[src/rtl/x_500_mod_4051_check_pkg.sv]
// Shared constants and types for the mod-4051 residue path.
//   MOD4051 : residue modulus
//   R2_12   : 2^12 mod 4051, weight of one 12-bit word shift
//   WORDS   : operand words per frame
//   state_e : checker FSM states
package x_500_mod_4051_check_pkg;

    localparam logic [11:0] MOD4051 = 12'd4051;
    localparam logic [5:0]  R2_12   = 6'd45;
    localparam int unsigned WORDS   = 42;

    typedef enum logic [1:0] {
        ACCUM  = 2'd0,
        CHK    = 2'd1,
        REPORT = 2'd2
    } state_e;

endpackage

[src/rtl/mod_4051_fold.sv]
// Combinational reduction of an 18-bit value to its canonical residue mod 4051.
// Correct for any 18-bit input.
//   i_t   : 18-bit value to reduce
//   o_res : i_t mod 4051, always 0..4050
module mod_4051_fold
    import x_500_mod_4051_check_pkg::*;
(
    input  logic [17:0] i_t,
    output logic [11:0] o_res
);

    logic [11:0] w_hi_prod;
    logic [12:0] w_t1;
    logic [12:0] w_t2;
    logic [12:0] w_mod_ext;

    assign w_mod_ext = {1'b0, MOD4051};

    // Upper 6 bits carry weight 2^12 == 45 (mod 4051).
    assign w_hi_prod = 12'(i_t[17:12]) * 12'(R2_12);
    assign w_t1      = {1'b0, i_t[11:0]} + {1'b0, w_hi_prod};

    // Second fold of the single carry bit; result stays below 2*4051.
    assign w_t2 = {1'b0, w_t1[11:0]} + (w_t1[12] ? 13'(R2_12) : 13'd0);

    assign o_res = (w_t2 >= w_mod_ext) ? 12'(w_t2 - w_mod_ext) : w_t2[11:0];

endmodule

[src/rtl/x_500_mod_4051_check.sv]
// Streaming residue checker for 500-bit operands with a mod-4051 check residue.
// Accepts 42 operand words (MS word first) then the received residue, recomputes
// X mod 4051 by Horner accumulation and reports pass/fail per frame.
//   clk, rst     : clock, asynchronous active-high reset
//   in_valid/in_ready/in_data   : 12-bit beat input
//   out_valid/out_ready         : result handshake
//   out_ok       : residue matches and frame well-formed
//   out_fmt_err  : word 0 upper nibble set, or received residue >= 4051
//   out_residue  : computed X mod 4051
module x_500_mod_4051_check
    import x_500_mod_4051_check_pkg::*;
(
    input  logic        clk,
    input  logic        rst,
    input  logic        in_valid,
    output logic        in_ready,
    input  logic [11:0] in_data,
    output logic        out_valid,
    input  logic        out_ready,
    output logic        out_ok,
    output logic        out_fmt_err,
    output logic [11:0] out_residue
);

    state_e      r_state;
    state_e      w_state_nxt;
    logic [5:0]  r_cnt;
    logic [11:0] r_acc;
    logic        r_fmt;
    logic        r_ok;
    logic        r_fmt_err;
    logic [11:0] r_residue;

    logic        w_fire;
    logic [11:0] w_acc_in;
    logic [17:0] w_t;
    logic [11:0] w_fold;
    logic        w_r_big;

    // in_ready is gated by rst so it reads 0 while reset is held.
    assign in_ready  = ~rst & (r_state != REPORT);
    assign out_valid = (r_state == REPORT);
    assign w_fire    = in_valid & in_ready;

    // Beat 0 starts from an empty accumulator.
    assign w_acc_in = (r_cnt == 6'd0) ? 12'd0 : r_acc;
    assign w_t      = 18'(w_acc_in) * 18'(R2_12) + 18'(in_data);
    assign w_r_big  = (in_data >= MOD4051);

    mod_4051_fold u_fold (
        .i_t   (w_t),
        .o_res (w_fold)
    );

    always_comb begin
        w_state_nxt = r_state;
        unique case (r_state)
            ACCUM:   if (w_fire && r_cnt == 6'(WORDS - 1)) w_state_nxt = CHK;
            CHK:     if (w_fire) w_state_nxt = REPORT;
            REPORT:  if (out_ready) w_state_nxt = ACCUM;
            default: w_state_nxt = ACCUM;
        endcase
    end

    always_ff @(posedge clk or posedge rst) begin
        if (rst) begin
            r_state <= ACCUM;
        end else begin
            r_state <= w_state_nxt;
        end
    end

    always_ff @(posedge clk or posedge rst) begin
        if (rst) begin
            r_cnt     <= 6'd0;
            r_acc     <= 12'd0;
            r_fmt     <= 1'b0;
            r_ok      <= 1'b0;
            r_fmt_err <= 1'b0;
            r_residue <= 12'd0;
        end else begin
            unique case (r_state)
                ACCUM: begin
                    if (w_fire) begin
                        r_acc <= w_fold;
                        r_cnt <= r_cnt + 6'd1;
                        // Word 0 only carries 8 significant bits.
                        if (r_cnt == 6'd0 && in_data[11:8] != 4'd0) begin
                            r_fmt <= 1'b1;
                        end
                    end
                end
                CHK: begin
                    if (w_fire) begin
                        r_cnt     <= r_cnt + 6'd1;
                        r_ok      <= (in_data == r_acc) & ~r_fmt & ~w_r_big;
                        r_fmt_err <= r_fmt | w_r_big;
                        r_fmt     <= r_fmt | w_r_big;
                        r_residue <= r_acc;
                    end
                end
                REPORT: begin
                    if (out_ready) begin
                        r_acc <= 12'd0;
                        r_cnt <= 6'd0;
                        r_fmt <= 1'b0;
                    end
                end
                default: begin
                    r_cnt <= 6'd0;
                end
            endcase
        end
    end

    assign out_ok      = r_ok;
    assign out_fmt_err = r_fmt_err;
    assign out_residue = r_residue;

endmodule
[config.mk]
export PLATFORM = sky130hd
export DESIGN_NAME = x_500_mod_4051_check
export DESIGN_NICKNAME = d
export VERILOG_FILES = /design/src/rtl/x_500_mod_4051_check_pkg.sv /design/src/rtl/mod_4051_fold.sv /design/src/rtl/x_500_mod_4051_check.sv
export SDC_FILE = /design/constraint.sdc
export NUM_CORES = 1
export LEC_CHECK = 0
export CORE_ASPECT_RATIO = 1.5
export CORE_MARGIN = 3
export CORE_UTILIZATION = 50
export CTS_BUF_LIST = sky130_fd_sc_hd__clkbuf_4 sky130_fd_sc_hd__clkbuf_8
export DETAILED_ROUTE_END_ITERATION = 6
export PLACE_DENSITY = 0.69
export SLEW_MARGIN = 10
export SYNTH_ARGS = -nofsm -noshare
export SYNTH_HDL_FRONTEND = slang
export SYNTH_SLANG_ARGS = --single-unit
export TNS_END_PERCENT = 30
[constraint.sdc]
create_clock -name clk -period 28.8 [get_ports clk]
set_clock_uncertainty 0.05 [all_clocks]
set_input_delay 8.64 -clock clk [delete_from_list [all_inputs] [get_ports clk]]
set_output_delay 8.64 -clock clk [all_outputs]
set_load 0.05 [all_outputs]
# == Word-level counts from Yosys, hierarchy flattened ==
# Cells that the tools add are included.
# op_classes
mul,2
order_cmp,2
mux,18
eq_ne,11
add_sub_neg,5
reduce_logical,13
bitwise_logic,8
# op_table
cell,n
$mux W12,4
$pmux W12 S2,1
$add A18 B12 Y18,1
$mul A12 B6 Y18 const B,1
$mux W6,3
$add A12 B12 Y13,1
$add A12 B6 Y13,1
$ge A13 B12 Y1 const B,1
$eq A12 B12 Y1,1
$ge A12 B12 Y1 const B,1
$mul A6 B6 Y12 const B,1
$pmux W6 S2,1
$sub A12 B12 Y12 const B,1
$ne A2 B2 Y1 const B,5
$add A6 B1 Y6 const B,1
$eq A6 B6 Y1 const B,1
$logic_not A6 Y1,1
$mux W2,3
$pmux W2 S3,1
$reduce_and A3 Y1,2
$reduce_and A5 Y1,1
$and A1 B1 Y1,4
$mux W1,4
$ne A2 B1 Y1 const B,2
other kinds (12),16
# word_totals
register_bits,35
input_bits,16
word_cells,66
out_inout_bits,16

# == Logic depth before layout (Yosys ltp) ==
# Gate-level depths: netlist (run 1).
# logic_depth
word_depth,12
ltp_mapped,46
ltp_nobuf,43

# == Modules after synthesis ==
# A second synthesis (run 1) with hierarchy kept.
# hier_totals
cells_unflattened,701
hier_area_um2,5733.0
# modules_own_cells
module,n_inst,area_each_um2,cells_per_inst,seq_area_each_um2
x_500_mod_4051_check,1,3647.2,434,875.8
mod_4051_fold,1,2085.8,267,0.0

# == Least setup slack after synthesis (run 1) ==
# OpenSTA, ideal clock, no wires.
# synth_path
kind,in2out
startpoint,input rst
endpoint,output in_ready
path_slack_ps,10769
t_arrival_ps,9341
n_path_buf,0
cell_stages,1
required_time_ps,20110
cell_sequence,nor2_1
# synth_between
elab_chain_cells,2
# synth_lines
item,line,text
from (decl),x_500_mod_4051_check.sv:14,"input logic rst,"
$not A1 Y1,x_500_mod_4051_check.sv:41,assign in_ready = ~rst & (r_state != REPORT);
$and A1 B1 Y1,x_500_mod_4051_check.sv:41,
to (decl),x_500_mod_4051_check.sv:16,"output logic in_ready,"
# No other way between the ends.

# == Final worst setup path (run 1) ==
# Same ends and word-level chain as after synthesis.

==> impl_metrics.json, run 1 <==
{
  "path_clk_slew_ps": 70,
  "syn2layout_area_growth_pct": 8.66,
  "antenna_found_initial": 0,
  "async_flop_share_pct": 100,
  "holdBufCountCts": 0,
  "wire_per_inst_um": 15.8,
  "grt_max_degree": 21,
  "syn_avg_cell_area_um2": 8.65,
  "ant_nets": 0,
  "grt_pass1_vias": 4678,
  "diodes": 0,
  "layout.cells.most_common": "inv_1",
  "period_minus_slack_ps": 18730,
  "synth_top_area_share_pct": 16.6,
  "drv_slew": 0,
  "fin_setup_tns_ps": 0,
  "ys_seq_area_share_pct": 15.5,
  "cts_root_buffer": "clkbuf_8",
  "cts_sinks": 35,
  "drive_above_1_share_pct": 6.97,
  "postSynthCellCount": 653,
  "crit_fanout": 3,
  "overflow": 0,
  "initial_utilization_pct": 52.2,
  "rsz0062_at_grt": "no",
  "nNetsFinal": 798,
  "grt_usage_pct": 21.5,
  "max_freq_ghz": 0.0534,
  "post_cts_buffers": 0,
  "setup_viol": 0,
  "routed_via_density": 5.63,
  "totalWireLength_mm": 12.9,
  "htree_levels": 2,
  "drc": 0,
  "cts_resized": 0,
  "core_area_um2": 10800,
  "syn_nets": 778,
  "status": "finished, final reports clean",
  "hold_viol": 0,
  "cp_data_required_time_ps": 20110,
  "grt_pass1_wl_mm": 22.2,
  "io_buffers": 31,
  "firstDrtPassIters": 4,
  "slew_headroom_pct": 22.9,
  "period_share_pct": 65.0,
  "ys_warn_count": 0,
  "tightest_slew_ps": 1150,
  "first_iter_violations": 228,
  "numCtsBuffers": 5,
  "synth_top_area_cell": "ha_1",
  "cp.arrival_ps": 10040,
  "vias": 4608,
  "crit_path_start_kind": "input pin",
  "synth_edf_count": 0,
  "netlist_top_cells_area": "ha_1 (17%), dfrtp_1 (16%), fa_1 (12%), inv_1 (6.8%), xor2_1 (5.7%)",
  "die-area_um2": 12600,
  "io_pins": 32,
  "fp.dieW_um": 92.8,
  "maxCapViolations": 0,
  "synthFlopType": "dfrtp_1",
  "dp_hpwl_mm": 11.0,
  "path_class": "input pin to output port",
  "cp-end-kind": "output port",
  "gp_congestion": 0.925,
  "cts_tree": "yes",
  "synth_cell_types": 82,
  "cts_max_path_buffers": 2,
  "syn_area_um2": 5650,
  "std_cell_rows": 46,
  "fill_cells": 1017,
  "final_cell_mix": "inv_1 (102), ha_1 (75), nand2_1 (42)",
  "ys_ff_latch": 35,
  "die_y_um": 136,
  "clock_latency_ps": 280,
  "hold_path.class": "register to register"
}
-- worst paths after layout --
check	slack (ps)	from	cells after the start	end
setup / recovery	10070	rst	3	in_ready
hold / removal	450	out_fmt_err$_DFFE_PP0P_	1	out_fmt_err$_DFFE_PP0P_
setup reg to reg	17470	r_cnt[2]$_DFFE_PP0P_	39	r_acc[4]$_DFFE_PP0P_
hold reg to reg	450	out_fmt_err$_DFFE_PP0P_	1	out_fmt_err$_DFFE_PP0P_
max in group asynchronous	19330	rst	3	r_acc[8]$_DFFE_PP0P_
min in group asynchronous	8700	rst	2	out_residue[9]$_DFFE_PP0P_
-- Yosys cell counts, types with 3 or more instances --
cell,count
xnor2_1,32
a2111oi_0,3
o31ai_1,3
xor2_1,37
nand4_1,10
nand2_1,42
a21oi_1,23
and3_1,7
inv_1,102
o2111ai_1,4
o211ai_1,3
o21ai_0,17
or3_1,4
o21bai_1,3
ha_1,75
nand2b_1,5
fa_1,34
nor2_1,38
a41oi_1,3
nor3_1,12
o21a_1,7
and2_1,13
dfrtp_1,35
mux2i_1,4
a21o_1,5
clkbuf_1,14
a211o_1,4
a22o_1,5
mux2_2,12
a211oi_1,6
nand3_1,17
nor4_1,9
nor2b_1,3
-- registers in the layout (all words and copies together), names as in the netlist --
name and count:
out_residue 12, r_acc 12, r_cnt 6, r_state 2, out_fmt_err 1, out_ok 1
r_fmt 1
-- worst max-delay path, cell delays in order --
cell and delay [ps]:
clkdlybuf4s50_1 420, nor2_1 160, clkdlybuf4s50_1 830
-- layout make-up --
type,instances,area [um^2],share of cell area [%]
clock buffer,5,68.8,1.12
clock inverter,3,20.0,0.326
inverter,103,392,6.38
multi-input combinational,496,4280,69.8
sequential,35,876,14.3
tap,144,180,2.94
timing repair buffer,32,318,5.18
-- cell families after synthesis --
group	share of synthesized area [%]
buf+inv	8.66
flops	15.5
simple gates	16.5
fa+ha+maj	29.1
compound gates	16.5
xor+xnor	10.7
mux	3.10
-- metrics by stage --
| stage | instances | area [um^2] | utilization [%] | hold WS [ps] | worst slack (ps) |
|---|---|---|---|---|---|
| after floorplan | 653 | 5650 | - | 428 | 10770 |
| after global placement | 810 | 6050 | 55.9 | 429 | 10070 |
| after detailed placement | 810 | 6050 | 55.9 | 440 | 10060 |
| after CTS | 818 | 6140 | 56.7 | 456 | 10050 |
| after global routing | 818 | 6140 | 56.7 | 481 | 10010 |
| final | 818 | 6140 | 56.7 | 451 | 10070 |
-- layer usage --
metal	share of wire (%)	wire length, um	track usage (%)
met2	53	6840	40.6
met5	0	0	0
met4	1.9	241	5.05
met3	3.3	432	2.99
met1	42	5410	25.3
Power of run 1 is left out: the tool's default activity adds up to more than one toggle a clock period on the data nets, which glitch-free logic cannot reach.
==> run 2: changes to the inputs <==
- PLACE_DENSITY: 0.69 -> 0.71
- clock period: 28.8 -> 16.7 ns (I/O delays scaled with it)
==> impl_metrics.json, run 2 (synthesis results as in run 1) <==
{
  "period_minus_slack_ps": 13730,
  "fp.dieW_um": 92.8,
  "die_y_um": 136,
  "cts_resized": 0,
  "cp-end-kind": "register",
  "final_cell_mix": "inv_1 (102), ha_1 (75), nand2_1 (42)",
  "max_freq_ghz": 0.0728,
  "vias": 4636,
  "path_class": "input pin to register",
  "io_pins": 32,
  "post_cts_buffers": 0,
  "drc": 0,
  "max_stage_delay_ps": 580,
  "final_cell_area_um2": 6130,
  "htree_levels": 2,
  "diodes": 0,
  "dp_hpwl_mm": 11.1,
  "crit_path_start_kind": "input pin",
  "grt_max_degree": 36,
  "status": "finished, final reports clean",
  "maxCapViolations": 0,
  "gp_congestion": 0.910,
  "cts_sinks": 35,
  "finalWorstSetupSlack_ps": 2970,
  "syn2layout_area_growth_pct": 8.44,
  "std_cell_rows": 46,
  "clock_latency_ps": 280,
  "pre_cts_ws_ps": 2700,
  "layout.cells.most_common": "inv_1",
  "totalWireLength_mm": 12.9,
  "path_common_cell": "inv_1",
  "drv_slew": 0,
  "overflow": 0,
  "firstDrtPassIters": 4,
  "grt_usage_pct": 21.3,
  "grt_pass1_vias": 4612,
  "antenna_found_initial": 0,
  "ant_nets": 0,
  "cts_root_buffer": "clkbuf_8",
  "cts_max_path_buffers": 2,
  "slowest_stage": "a2111oi_0",
  "setup_viol": 0,
  "hold_path.class": "register to register",
  "nNetsFinal": 798,
  "initial_utilization_pct": 52.2,
  "die-area_um2": 12600,
  "routed_via_density": 5.68,
  "io_buffers": 31,
  "cp_data_required_time_ps": 16820,
  "fill_cells": 1048,
  "cp.arrival_ps": 13850,
  "core_area_um2": 10800,
  "drive_above_1_share_pct": 6.70,
  "first_iter_violations": 180,
  "rsz0062_at_grt": "no",
  "hold_viol": 0,
  "grt_pass1_wl_mm": 21.9,
  "period_share_pct": 82.2,
  "cts_tree": "yes",
  "tightest_slew_ps": 1130,
  "place_area_um2": 6050,
  "path_clk_slew_ps": 70,
  "holdBufCountCts": 0,
  "wire_per_inst_um": 15.8,
  "crit_fanout": 14,
  "slew_headroom_pct": 24.2,
  "fin_setup_tns_ps": 0,
  "reg2reg_slack_ps": 5680,
  "numCtsBuffers": 5
}
==> run 2: changes by cell type in the layout (fill, tap and decap cells not counted), sizes merged <==
cell,delta
clkinvlp,-1
clkinv,-1
==> run 2: layout make-up <==
type                            count  area [um^2]  share of cell area, %
Multi-Input combinational cell    496         4280                   69.9
Sequential cell                    35          876                   14.3
Inverter                          103          392                   6.39
Timing Repair Buffer               32          318                   5.19
Tap cell                          144          180                   2.94
Clock buffer                        5         68.8                   1.12
Clock inverter                      1         7.51                  0.123
==> run 2: critical path, delay by kind of cell <==
kind / cells / cell delay (ps)
XOR/XNOR: 3 / 620
buffers and inverters: 7 / 930
AND/OR/NAND/NOR: 4 / 680
adder cells (fa/ha/maj): 8 / 3220
AO/OA/AOI/OAI: 13 / 3410
==> run 2: final timing paths <==
kind | cells after the start | start | to
max in group asynchronous | 3 | rst | out_residue[9]$_DFFE_PP0P_
hold reg to reg | 1 | out_fmt_err$_DFFE_PP0P_ | out_fmt_err$_DFFE_PP0P_
setup reg to reg | 39 | r_cnt[2]$_DFFE_PP0P_ | r_acc[4]$_DFFE_PP0P_
hold / removal | 1 | out_fmt_err$_DFFE_PP0P_ | out_fmt_err$_DFFE_PP0P_
setup / recovery | 35 | in_data[5] | r_acc[4]$_DFFE_PP0P_
min in group asynchronous | 3 | rst | r_cnt[2]$_DFFE_PP0P_
==> run 2: routing by layer <==
layer | track usage [%] | part of all wire (%)
met2 | 40.6 | 52
met4 | 5.87 | 2.5
met5 | 0 | 0
met3 | 1.88 | 3.2
met1 | 25.1 | 42
==> run 2: through the flow <==
step	instances	hold WS (ps)	utilization, %
floorplan	653	428	-
global placement	810	427	55.9
detailed placement	810	445	55.9
CTS	816	461	56.6
global route	816	480	56.6
finish	816	455	56.6
Power of run 2 is left out for the same reason.
==> run 3: changes to the inputs <==
- PLACE_DENSITY: 0.71 -> 0.69
- clock period: 16.7 -> 14.3 ns (I/O delays scaled with it)
==> impl_metrics.json, run 3 (synthesis results as in run 1) <==
{
  "setup_viol": 0,
  "cts_resized": 0,
  "drv_slew": 0,
  "hold_path_startpoint": "out_fmt_err$_DFFE_PP0P_",
  "routed_via_density": 5.65,
  "diodes": 0,
  "status": "finished, final reports clean",
  "reg2reg_depth": 39,
  "core_area_um2": 10800,
  "grt_pass1_wl_mm": 22.1,
  "post_cts_buffers": 0,
  "max_freq_ghz": 0.0768,
  "io_pins": 32,
  "totalWireLength_mm": 13.0,
  "overflow": 0,
  "holdBufCountCts": 0,
  "cts_root_buffer": "clkbuf_8",
  "grt_pass1_vias": 4626,
  "grt_usage_pct": 21.6,
  "numCtsBuffers": 5,
  "drive_above_1_share_pct": 6.97,
  "r2r-start": "r_cnt[4]$_DFFE_PP0P_",
  "grt_max_degree": 27,
  "path_clk_slew_ps": 70,
  "die-area_um2": 12600,
  "timing.rr.end": "r_acc[4]$_DFFE_PP0P_",
  "max_stage_delay_ps": 530,
  "hold_viol": 0,
  "cp-startpoint": "in_data[1]",
  "cp_data_required_time_ps": 14420,
  "syn2layout_area_growth_pct": 9.50,
  "hold_path.class": "register to register",
  "io_buffers": 31,
  "cts_sinks": 35,
  "slew_headroom_pct": 22.6,
  "ant_nets": 0,
  "cp.arrival_ps": 13150,
  "initial_utilization_pct": 52.2,
  "first_iter_violations": 184,
  "reg2reg_slack_ps": 3260,
  "fp.dieW_um": 92.8,
  "path_common_cell": "ha_1",
  "gp_congestion": 0.963,
  "die_y_um": 136,
  "cts_tree": "yes",
  "crit_path_start_kind": "input pin",
  "fill_cells": 1009,
  "holdWs_ps": 441,
  "cts_max_path_buffers": 2,
  "period_share_pct": 91.1,
  "vias": 4618,
  "clock_latency_ps": 280,
  "htree_levels": 2,
  "holdPathEnd": "out_fmt_err$_DFFE_PP0P_",
  "path_class": "input pin to register",
  "crit_fanout": 14,
  "rsz0062_at_grt": "no",
  "firstDrtPassIters": 4,
  "slowest_stage": "fa_1",
  "antenna_found_initial": 0,
  "maxCapViolations": 0,
  "tightest_slew_ps": 1150,
  "layout.cells.most_common": "inv_1",
  "drc": 0,
  "cp-end-kind": "register",
  "final_cell_mix": "inv_1 (102), ha_1 (75), nand2_1 (42)",
  "fin_setup_tns_ps": 0,
  "nNetsFinal": 798,
  "period_minus_slack_ps": 13030,
  "wire_per_inst_um": 15.9,
  "min_path_cells": 1,
  "dp_hpwl_mm": 11.1,
  "std_cell_rows": 46
}
run 3: cell count changes in the layout (fill, tap and decap cells not counted):
cell / change
clkinvlp_4: -1
bufinv_16: +2
clkbuf_4: +1
run 3: metal layers:
metal | part of all wire [%] | track usage [%] | up-vias
met4 | 2.8 | 5.87 | 0
met2 | 51 | 40.4 | 93
met5 | 0 | 0 | -
met3 | 2.7 | 1.72 | 29
li1 | - | - | 2288
met1 | 43 | 26.2 | 2208
run 3: layout make-up:
class                      count  area, um^2  share of cell area, %
tap                          144         180                   2.91
timing repair buffer          32         318                   5.14
clock buffer                   6        76.3                   1.23
multi-input combinational    496        4280                   69.3
clock inverter                 2        60.1                  0.971
sequential                    35         876                   14.2
inverter                     103         392                   6.33
run 3: worst max path at each step:
| stage | to | cells after the start | slack [ps] |
|---|---|---|---|
| CTS | r_acc[4]$_DFFE_PP0P_ | 37 | 1240 |
| floorplan | r_acc[4]$_DFFE_PP0P_ | 34 | 2270 |
| global route | r_acc[4]$_DFFE_PP0P_ | 36 | 670 |
| finish | r_acc[4]$_DFFE_PP0P_ | 37 | 1270 |
| global placement | r_acc[4]$_DFFE_PP0P_ | 37 | 1180 |
| detailed placement | r_acc[4]$_DFFE_PP0P_ | 37 | 930 |
run 3: worst max-delay path: cells and delay by family:
family | cells | cell delay (ps)
buffers and inverters | 5 | 740
AO/OA/AOI/OAI | 17 | 3920
adder cells (fa/ha/maj) | 10 | 3160
AND/OR/NAND/NOR | 3 | 430
XOR/XNOR | 2 | 580
run 3: through the flow:
stage / setup slack (ps) / cells / area (um^2) / util, %
2_1_floorplan: 2270 / 653 / 5650 / -
3_3_place_gp: 1180 / 810 / 6050 / 55.9
3_5_place_dp: 935 / 810 / 6050 / 55.9
4_1_cts: 1240 / 818 / 6190 / 57.2
5_1_grt: 670 / 818 / 6190 / 57.2
6_report: 1270 / 818 / 6190 / 57.2
Power of run 3 is left out for the same reason.
